**config.mk**
```make
export PLATFORM = sky130hd
export DESIGN_NAME = qbert_jump_ctrl
export DESIGN_NICKNAME = d
export VERILOG_FILES = /design/src/rtl/qbert_jump_ctrl.sv
export SDC_FILE = /design/constraint.sdc
export NUM_CORES = 1
export LEC_CHECK = 0
export ABC_AREA = 1
export BUFFER_PORTS_ARGS = -buffer_cell sky130_fd_sc_hd__clkbuf_2
export CORE_ASPECT_RATIO = 1.5
export CORE_MARGIN = 4
export CORE_UTILIZATION = 50
export CTS_CLUSTER_SIZE = 25
export DETAILED_ROUTE_END_ITERATION = 8
export GPL_TIMING_DRIVEN = 0
export PLACE_DENSITY_LB_ADDON = 0.12
export SLEW_MARGIN = 15
export SYNTH_ARGS = -nofsm -noshare
export SYNTH_HDL_FRONTEND = slang
export SYNTH_SLANG_ARGS = --single-unit
```
**constraint.sdc**
```tcl
create_clock -name clk -period 2.6 [get_ports clk]
set_input_delay 0.39 -clock clk [delete_from_list [all_inputs] [get_ports clk]]
set_output_delay 0.39 -clock clk [all_outputs]
set_load 0.03 [all_outputs]
```
**src/rtl/qbert_jump_ctrl.sv**
```systemverilog
// Q*bert hop controller: debounced diagonal buttons start timed JUMP/LAND/FALL
// sequences and track the current cube on a 7-row pyramid.
module qbert_jump_ctrl #(
  parameter logic [15:0] DEBOUNCE_CYCLES = 16'd50000,
  parameter logic [31:0] JUMP_CYCLES     = 32'd1000000,
  parameter logic [31:0] LAND_CYCLES     = 32'd250000,
  parameter logic [31:0] FALL_CYCLES     = 32'd4000000
) (
  input  logic       clk,
  input  logic       reset,
  input  logic       game_en,
  input  logic [3:0] btn,
  output logic [3:0] qbert_jump,
  output logic [2:0] cube_row,
  output logic [2:0] cube_col,
  output logic       cube_visit,
  output logic       fell,
  output logic       busy
);

  typedef enum logic [1:0] {IDLE, JUMP, LAND, FALL} state_e;

  logic [3:0]  sync1_q, sync2_q;
  logic [3:0]  deb_q, deb_d, deb_prev_q;
  logic [15:0] db_cnt_q [4];
  logic [15:0] db_cnt_d [4];
  logic [3:0]  rise;
  logic        press_vld;

  logic        pend_v_q, pend_v_d;
  logic [3:0]  pend_dir_q, pend_dir_d;

  state_e      state_q, state_d;
  logic [31:0] phase_q, phase_d;
  logic [3:0]  dir_q, dir_d;
  logic [3:0]  jump_q, jump_d;
  logic [2:0]  row_q, row_d, col_q, col_d;
  logic        visit_q, visit_d, fell_q, fell_d;
  logic        consume, fall_done;

  logic signed [3:0] d_row, d_col, tgt_row, tgt_col;
  logic              tgt_ok;

  // NOTE: a level is accepted only after differing for DEBOUNCE_CYCLES straight cycles;
  // every variable driven here gets its default before any branch so no latch is inferred.
  always_comb begin
    deb_d = deb_q;
    for (int i = 0; i < 4; i++) begin
      db_cnt_d[i] = '0;
      if (sync2_q[i] != deb_q[i]) begin
        if (db_cnt_q[i] == DEBOUNCE_CYCLES - 16'd1) deb_d[i] = sync2_q[i];
        else                                        db_cnt_d[i] = db_cnt_q[i] + 16'd1;
      end
    end
  end

  assign rise      = deb_q & ~deb_prev_q;
  assign press_vld = $onehot(rise);

  // NOTE: the debounce counters are a handful of flops, so they are reset like any other state.
  always_ff @(posedge clk or negedge reset) begin
    if (!reset) begin
      sync1_q    <= '0;
      sync2_q    <= '0;
      deb_q      <= '0;
      deb_prev_q <= '0;
      for (int i = 0; i < 4; i++) db_cnt_q[i] <= '0;
    end else begin
      // NOTE: non-blocking assignments so every flop samples its pre-edge inputs.
      sync1_q    <= btn;
      sync2_q    <= sync1_q;
      deb_q      <= deb_d;
      deb_prev_q <= deb_q;
      for (int i = 0; i < 4; i++) db_cnt_q[i] <= db_cnt_d[i];
    end
  end

  // A fresh single-button press always replaces an older unconsumed one.
  always_comb begin
    pend_v_d   = pend_v_q;
    pend_dir_d = pend_dir_q;
    if (!game_en || fall_done) begin
      pend_v_d = 1'b0;
    end else if (press_vld) begin
      pend_v_d   = 1'b1;
      pend_dir_d = rise;
    end else if (consume) begin
      pend_v_d = 1'b0;
    end
  end

  // Signed 4-bit target so stepping up/left from row or column 0 goes negative.
  always_comb begin
    d_row   = (dir_q[0] | dir_q[1]) ? 4'sd1 : -4'sd1;
    d_col   = dir_q[0] ? 4'sd1 : (dir_q[3] ? -4'sd1 : 4'sd0);
    tgt_row = $signed({1'b0, row_q}) + d_row;
    tgt_col = $signed({1'b0, col_q}) + d_col;
    tgt_ok  = (tgt_row >= 4'sd0) && (tgt_row <= 4'sd6) &&
              (tgt_col >= 4'sd0) && (tgt_col <= tgt_row);
  end

  always_comb begin
    state_d   = state_q;
    phase_d   = phase_q + 32'd1;
    dir_d     = dir_q;
    jump_d    = jump_q;
    row_d     = row_q;
    col_d     = col_q;
    visit_d   = 1'b0;
    fell_d    = 1'b0;
    consume   = 1'b0;
    fall_done = 1'b0;
    if (!game_en) begin
      state_d = IDLE;
      phase_d = '0;
      jump_d  = '0;
      row_d   = '0;
      col_d   = '0;
    end else begin
      case (state_q)
        IDLE: begin
          phase_d = '0;
          if (pend_v_q) begin
            consume = 1'b1;
            dir_d   = pend_dir_q;
            jump_d  = pend_dir_q;
            state_d = JUMP;
          end
        end
        JUMP: begin
          if (phase_q == JUMP_CYCLES - 32'd1) begin
            phase_d = '0;
            if (tgt_ok) begin
              row_d   = tgt_row[2:0];
              col_d   = tgt_col[2:0];
              visit_d = 1'b1;
              jump_d  = '0;
              state_d = LAND;
            end else begin
              state_d = FALL;
            end
          end
        end
        LAND: begin
          if (phase_q == LAND_CYCLES - 32'd1) begin
            phase_d = '0;
            state_d = IDLE;
          end
        end
        FALL: begin
          if (phase_q == FALL_CYCLES - 32'd1) begin
            phase_d   = '0;
            row_d     = '0;
            col_d     = '0;
            jump_d    = '0;
            fell_d    = 1'b1;
            fall_done = 1'b1;
            state_d   = IDLE;
          end
        end
        default: begin
          phase_d = '0;
          state_d = IDLE;
        end
      endcase
    end
  end

  always_ff @(posedge clk or negedge reset) begin
    if (!reset) begin
      state_q    <= IDLE;
      phase_q    <= '0;
      dir_q      <= '0;
      jump_q     <= '0;
      row_q      <= '0;
      col_q      <= '0;
      visit_q    <= 1'b0;
      fell_q     <= 1'b0;
      pend_v_q   <= 1'b0;
      pend_dir_q <= '0;
    end else begin
      state_q    <= state_d;
      phase_q    <= phase_d;
      dir_q      <= dir_d;
      jump_q     <= jump_d;
      row_q      <= row_d;
      col_q      <= col_d;
      visit_q    <= visit_d;
      fell_q     <= fell_d;
      pend_v_q   <= pend_v_d;
      pend_dir_q <= pend_dir_d;
    end
  end

  assign qbert_jump = jump_q;
  assign cube_row   = row_q;
  assign cube_col   = col_q;
  assign cube_visit = visit_q;
  assign fell       = fell_q;
  assign busy       = (state_q != IDLE);

endmodule

```
**Word level (Yosys, flattened, before mapping)**

Cells that the tools add are included.

- Register bits: 135
- Input bits: 7
- Logic and storage cells: 129

- $add $sub $neg: 10
- Magnitude comparators: 4
- Equal/unequal tests: 22
- Muxes and demuxes: 51
- Bitwise gates (word level): 4
- Reduce and logical (&&, ||, !) cells: 17

Operators by type and width:

| cell | number |
|---|---|
| 16-bit two-way mux | 8 |
| 32-bit two-way mux | 4 |
| 32-bit one-hot mux with 4 select lines | 1 |
| 16-bit by 1-bit adder with 16-bit output (second input constant) | 4 |
| 16-bit == test (second input constant) | 4 |
| 32-bit by 1-bit adder with 32-bit output (second input constant) | 1 |
| 32-bit by 18-bit == test with 1-bit output (second input constant) | 1 |
| 32-bit by 20-bit == test with 1-bit output (second input constant) | 1 |
| 32-bit by 22-bit == test with 1-bit output (second input constant) | 1 |
| 4-bit two-way mux | 8 |
| 3-bit two-way mux | 7 |
| 3-bit != test (second input constant) | 5 |
| 1-bit two-way mux | 14 |
| 3-bit one-hot mux with 2 select lines | 2 |
| 4-bit one-hot mux with 3 select lines | 1 |
| 2-bit two-way mux | 5 |
| 2-bit AND reduction | 5 |
| 4-bit adder | 2 |
| 4-bit by 1-bit >= comparator with 1-bit output (second input constant) | 2 |
| 2-bit one-hot mux with 4 select lines | 1 |
| 4-bit AND reduction | 2 |
| 5-bit AND reduction | 1 |
| 1-bit by 1-bit adder with 2-bit output | 2 |
| 4-bit bitwise AND | 1 |
| other kinds (19) | 25 |

**Logic depth before layout (Yosys ltp)**

Gate-level depths: netlist of the first run.

- Word-level depth: 11
- Gate-level depth with buffers: 21

**Worst setup path before layout of the first run**

OpenSTA, ideal clock, no wires.

- Path type: register -> register
- Start: reg deb_q[1]
- End: reg pend_dir_q[2]
- Setup time: 0.128 ns
- Arrival time: 2.243 ns
- Required time: 2.472 ns
- Path slack: 0.229 ns
- Cell stages (with the launch flop): 11
- Path buffers: 0
- Cell sequence: dfrtp_1 inv_1 or2_2 fa_1 inv_1 ha_1 ha_1 nor3b_1 nand3_1 nor2_1 a21oi_1

- Cells in the longest elaborated chain, start to end: 5

Ends and longest elaborated chain:

| element | RTL line | RTL |
|---|---|---|
| start, declared | 24 | `logic [3:0] deb_q, deb_d, deb_prev_q;` |
| start signal, assigned | 65 | `deb_q <= '0;` |
| start signal, assigned | 72 | `deb_q <= deb_d;` |
| 4-bit bitwise AND | 57 | `assign rise = deb_q & ~deb_prev_q;` |
| 1-bit by 1-bit adder with 2-bit output (implied by the code) | 58 | `assign press_vld = $onehot(rise);` |
| 2-bit by 2-bit adder with 3-bit output (implied by the code) | 58 |  |
| 3-bit by 1-bit == test with 1-bit output | 58 |  |
| 2-bit AND reduction (no line) | -- |  |
| end signal, assigned | 191 | `pend_dir_q <= pend_dir_d;` |
| end, declared | 31 | `logic [3:0] pend_dir_q, pend_dir_d;` |

No other way between the ends.
A chain may end at the register's enable or synchronous reset.

**Worst setup path after layout of the first run**

- Start: reg deb_q[3]
- End: reg pend_dir_q[2]

Same word-level chain as after synthesis.

==> metrics.txt, run 1 <==
number of clock buffers inserted by TritonCTS 17; H-tree levels 4; Worst-Margin Slew between 0.6 and 0.7 ns; worst reg2reg path depth 10; Peak Freq ~420 MHz; Non-Filler Instances around 1,100; chip height 153 um; largest family of logic cells by synthesized area simple AND/OR/NAND/NOR gates; Clock Path Buffers 2; Sw Share 28.7%; GRT Residual Overflow 0; Pleak 3.76 nW; worst-path fanout max 8; syn nets between 800 and 900; area share of the largest cell type after synthesis a little under half; Final Hold Viols 0; Fill cells roughly 1,200; CP required around 2.9 ns; drt pass-1 iters 5; Place WS -0.0684 ns; final setup violation count 0; top-level I/O count 20; row cnt 52; slew margin rel. 56.8%; clk_lat worst skew around 0.42 ns; ant diodes 0; largest net degree at the start of global routing 70; Mapped Cells between 800 and 900; Syn Area/Cell between 8 and 9 um2; Logic pwr share 18.9%; via/cell ratio roughly 5.2; XOR/XNOR Fraction of Synth Area 4.13%; Clock Power Share 44.1%; post-synthesis sequential area ratio between 40% and 50%; Int Power about 0.0044 W; r2r setup slk about 0.20 ns; synth unique cells 38; Post-layout nets 923; Post-Synth Adder-Cell Area under 10%; core area roughly 14,000 um2; Initial Util a little over 50%; Setup CP Type register to register; Worst Hold Launch btn[0]; WL per Instance between 10 and 15 um; ANT nets after route 0; Post-DP HPWL around 10 mm; PortBufs 18; final wirelength about 14 mm; global-route wire length before repair around 25 mm; hold depth 1; Initial DRC Count between 200 and 250; crit start category register; mux share of post-synthesis cell area less than 1%; vias 5,642; Max Slew Vio Count 0; crit path DAT roughly 2.7 ns; Post-Route Utilization roughly three fifths; outcome complete, no violations; Synth area leader dfrtp_1; register share of total power between 30 and 40%; flops & latches, synth approximately 130; area delta synth->final 15.1%; initial antenna violation count 0; routability congestion estimate 0.938; Synth Area in Compound Gates roughly 5.4%; Ys Warns 0; period utilization between 90% and 100%; most common cell after layout, fill and taps aside nand2_1; number of global-route vias before repair 5,760; post-route clock skew ~0.006 ns; placed cell count around 1,000; Syn Std Cell Area between 7000 and 8000 um2; GRT Util Overall 18.9%; die area approximately 16,000 um2; DRC 0; most frequent cells in the layout nand2_1 (170), dfrtp_1 (134), nor2_1 (121), inv_1 (107), nand3_1 (54); chip width about 100 um; VDD IR-drop max 0.458 mV; Hold WC Path Type input pin to register; CTS sink cnt ~130; Max Cap Viol 0; Clk pin slew, worst setup/hold paths roughly 0.05 ns; synth top area cells dfrtp_1 (48%), nand2_1 (9.1%), nor2_1 (6.5%); setup ws final a little over 0.2 ns; r2r endpoint pend_dir_q[2]; reg2reg start deb_q[3]; min cycle time layout 2.40 ns; Pwr Density ~760 nW/um2; Hold Path End sync1_q[0]; CTS Root Cell clkbuf_16; Switching Power around 0.0018 W; CTS tree built; critical path endpoint category register; Simple-Gate Fraction of Synth Area 32.3%; layout cells sized above 1 a little over an eighth
## flip-flops by register name (all words and copies together), names as in the netlist
| register | flops |
|---|---|
| state_q | 2 |
| sync1_q | 4 |
| dir_q | 3 |
| cube_row | 3 |
| deb_q | 4 |
| cube_col | 3 |
| phase_q | 32 |
| fell | 1 |
| db_cnt_q | 64 |
| sync2_q | 4 |
| pend_dir_q | 4 |
| cube_visit | 1 |
| deb_prev_q | 4 |
| pend_v_q | 1 |
| qbert_jump | 4 |
## synth_stat cells (all sizes together)
library cell	number
a31oi	5
or2	5
nor3b	19
fa	1
o41ai	1
o22ai	1
inv	126
mux2	1
a21oi	27
nand3b	3
o211ai	1
xor2	21
nand2	182
o21bai	3
and3	1
o21ai	27
clkbuf	1
nand3	63
o31ai	3
buf	5
nor3	38
xnor2	12
nor4	13
dfrtp	134
nor2	130
ha	14
nand4	22
o21a	1
## critical path: stages (launching register included)
cell and delay [ns]:
dfrtp_1 0.38, inv_2 0.05, or2_2 0.29, fa_1 0.48, inv_1 0.04, ha_1 0.20, ha_4 0.22, nor3b_2 0.22
nand3_2 0.19, nor2_2 0.15, a21oi_1 0.05
## stage by stage
step           power, W  area, um2  hold slack [ns]  setup TNS, ns
2_1_floorplan   0.00313       7000           0.0944              0
3_3_place_gp    0.00343       7300            0.338        -131.30
3_5_place_dp    0.00345       7330            0.338         -0.171
4_1_cts         0.00618       8020           0.0595              0
5_1_grt         0.00643       8060           0.0564        -0.0115
6_report        0.00612       8060           0.0757              0
## how the worst max path moves through the flow
stage                        start       endpoint  slack [ns]
after floorplan           deb_q[1]  pend_dir_q[2]        0.23
after global placement       reset   db_cnt_q[32]       -0.99
after detailed placement  deb_q[1]  pend_dir_q[2]       -0.07
after CTS                 deb_q[1]  pend_dir_q[2]        0.08
after global routing      deb_q[3]  pend_dir_q[2]       -0.01
final                     deb_q[3]  pend_dir_q[2]        0.20
## power by group through the flow
stage          combinational (W)  clock, W  sequential, W
3_5_place_dp             0.00115         0        0.00230
6_report                 0.00116   0.00270        0.00227
4_1_cts                  0.00116   0.00275        0.00227
5_1_grt                  0.00131   0.00284        0.00228
3_3_place_gp             0.00113         0        0.00230
2_1_floorplan           0.000745         0        0.00238
## per-layer routing
metal | part of all wire, % | track usage [%] | vias to the layer above
met1 | 41 | 20.9 | 2664
li1 | - | - | 2864
met2 | 54 | 35.0 | 89
met5 | 0 | 0 | -
met3 | 2.9 | 4.35 | 25
met4 | 2.3 | 6.88 | 0
## cell type report
type | instances | area [um2] | share of cell area (%)
Multi-Input combinational cell | 594 | 3170 | 39.4
Inverter | 126 | 473 | 5.87
Sequential cell | 134 | 3350 | 41.6
Tap cell | 162 | 203 | 2.51
Buffer | 6 | 42.5 | 0.528
Timing Repair Buffer | 22 | 151 | 1.88
Clock buffer | 24 | 502 | 6.22
Clock inverter | 7 | 164 | 2.03
## logic make-up after synthesis
group | Yosys count
buf+inv | 132
xor+xnor | 33
flops | 134
mux | 1
compound gates | 69
simple gates | 476
fa+ha+maj | 15
## timing repair
item,CTS,global route
setup endpoints to repair,4,14
gates resized for setup,2,6
hold buffers,1,0
setup buffers,0,2
hold endpoints to repair,44,0
pin swaps,0,3
Power figures use the tool's default switching activity.
==> inputs of run 2 (changes only) <==
- GPL_TIMING_DRIVEN: 0 -> not set
- RECOVER_POWER: not set -> 25
==> run 2 against run 1 <==
Compared with the run above: non-clock buffer count is the same; combinational power shrank 3%; largest power group unchanged; worst setup slack lost 0.026 ns; critical endpoint is now pend_dir_q[0]; critical path type unchanged; sequential share of layout area grew 0.45 points; die area is the same; sequential cell count is the same; the flow now finishes with violations (capacitance limit, slew limit); count of clock-buffer cells in the layout shrank 6; clock skew grew 0.0018 ns; first-iteration DRC count grew 22%; total power shrank 4.2%; sequential power is essentially flat.
==> metrics.txt, run 2 (synthesized netlist as in run 1, its figures left out) <==
Fill cells about 1,200; most frequent cells in the layout nand2_1 (170), dfrtp_1 (134), nor2_1 (122), inv_1 (108), nand3_1 (54); Clock Path Buffers 2; ant diodes 0; CTS sink cnt 134; number of clock buffers inserted by TritonCTS 17; slew margin rel. -3.67%; period utilization just over 90%; Pleak ~3.7 nW; crit start category register; GRT Util Overall around a fifth; Logic pwr share around a fifth; number of global-route vias before repair between 5,000 and 6,000; Setup CP Type register to register; CTS Root Cell clkbuf_16; drt pass-1 iters 6; area of the multi-input gates approximately 3200 um2; Hold Path End sync1_q[3]; most common cell after layout, fill and taps aside nand2_1; Peak Freq about 410 MHz; Clk pin slew, worst setup/hold paths about 0.060 ns; area delta synth->final 13.9%; outcome complete, but fails checks; VDD IR-drop max 0.448 mV; sequential cell area 3350 um2; global-route wire length before repair 25.1 mm; CTS tree built; Max Cap Viol 1; max reg flops 64; Switching Power roughly 0.0018 W; worst reg2reg path depth 10; H-tree levels 4; Worst-Margin Slew ~1.6 ns; crit path DAT ~2.7 ns; WL per Instance 13.1 um; CP required 2.89 ns; top flop regs db_cnt_q x64, phase_q x32; reg2reg start deb_q[1]; PortBufs 19; r2r endpoint pend_dir_q[0]; Sw Share between 30% and 40%; Reg with most FFs db_cnt_q; critical path endpoint category register; final wirelength approximately 14 mm; Int Power a little over 0.004 W; top-level I/O count 20; Clock Power Share roughly 42%; final setup TNS 0 ns; via/cell ratio around 5.3; chip width about 100 um; min cycle time layout between 2 and 2.5 ns; largest net degree at the start of global routing between 60 and 70; hold depth 1; routability congestion estimate between 0.9 and 1; Post-DP HPWL about 10 mm; Initial DRC Count 271; failing checks capacitance limit, slew limit; Max Slew Vio Count 61; final setup violation count 0; initial antenna violation count 0; Final Hold Viols 0; DRC 0; Post-layout nets 923; RSZ-0062 raised after global routing true; die area around 16,000 um2; register share of total power between 30 and 40%; clk_lat worst skew ~0.42 ns; Hold WC Path Type input pin to register; layout cells sized above 1 roughly 14%; Worst Hold Launch btn[3]; GRT Residual Overflow 0; Pwr Density between 700 and 800 nW/um2; row cnt 52; r2r setup slk 0.18 ns; Initial Util 51.5%; post-route clock skew approximately 0.0077 ns; Post-Route Utilization between 50% and 60%; core area 13,600 um2; vias 5,701; worst-path fanout max 8; chip height around 150 um; ANT nets after route 0
run 2: cell types whose count changed in the layout (fill, tap and decap cells not counted), moves of 2 or more:
| cell | delta |
|---|---|
| buf_2 | -3 |
| buf_4 | +5 |
| buf_6 | -2 |
| bufinv_16 | -2 |
| clkbuf_8 | -5 |
| clkinv_4 | +3 |
| clkinvlp_4 | +3 |
| inv_6 | +2 |
run 2: final cells by class:
cell class | instances | area share [%]
clock buffer | 18 | 5.51
clock inverter | 14 | 2.20
inverter | 126 | 5.93
multi-input combinational | 594 | 39.6
sequential | 134 | 42.0
tap | 162 | 2.54
timing repair buffer | 28 | 2.21
run 2: worst max-delay path, cell delays in order, from the launching register on:
cell	delay, ns
dfrtp_1	0.37
inv_1	0.07
or2_2	0.29
fa_1	0.50
inv_1	0.04
ha_1	0.17
ha_1	0.29
nor3b_2	0.23
nand3_2	0.17
nand2_1	0.10
o21ai_0	0.08
run 2: worst max-delay path by stage:
| stage | from | to | slack, ns | cells past startpoint |
|---|---|---|---|---|
| after floorplan | deb_q[1] | pend_dir_q[2] | 0.23 | 10 |
| after global placement | deb_q[1] | pend_dir_q[2] | 0.14 | 10 |
| after detailed placement | deb_q[1] | pend_dir_q[0] | -0.001 | 10 |
| after CTS | deb_q[1] | pend_dir_q[0] | 0.03 | 10 |
| after global routing | dir_q[0] | cube_col[2] | -0.002 | 14 |
| final | deb_q[1] | pend_dir_q[0] | 0.18 | 10 |
run 2: through the flow:
stage | worst slack (ns) | cell area [um2] | hold slack (ns) | cells | total power (W)
2_1_floorplan | 0.229 | 7000 | 0.0944 | 860 | 0.00313
3_3_place_gp | 0.139 | 7330 | 0.334 | 1042 | 0.00338
3_5_place_dp | -0.00126 | 7330 | 0.337 | 1042 | 0.00342
4_1_cts | 0.0349 | 7960 | 0.0566 | 1075 | 0.00592
5_1_grt | -0.00243 | 7980 | 0.0590 | 1076 | 0.00619
6_report | 0.176 | 7980 | 0.0747 | 1076 | 0.00586
run 2: what timing repair did:
item / CTS / global route
endpoints found under the hold margin: 58 / 0
hold buffers: 1 / 0
endpoints found under the setup margin: 1 / 14
pin swaps: 0 / 2
buffers inserted: 0 / 1
resized for setup: 1 / 3
run 2: power groups by stage:
| stage | logic [W] | clock network, W | registers (W) |
|---|---|---|---|
| after global routing | 0.00127 | 0.00263 | 0.00229 |
| final | 0.00112 | 0.00247 | 0.00227 |
| after floorplan | 0.000745 | 0 | 0.00238 |
| after global placement | 0.00108 | 0 | 0.00230 |
| after CTS | 0.00112 | 0.00253 | 0.00227 |
| after detailed placement | 0.00111 | 0 | 0.00231 |
run 2: routing by layer:
metal  share of wire (%)  track usage [%]  wire (um)  vias to the layer above
met5                   0                0          0                        -
met4                 1.5             6.25        214                        0
met3                 3.3             4.77        468                       26
met2                  54             35.0       7610                      104
met1                  41             21.1       5840                     2710
li1                    -                -          -                     2861
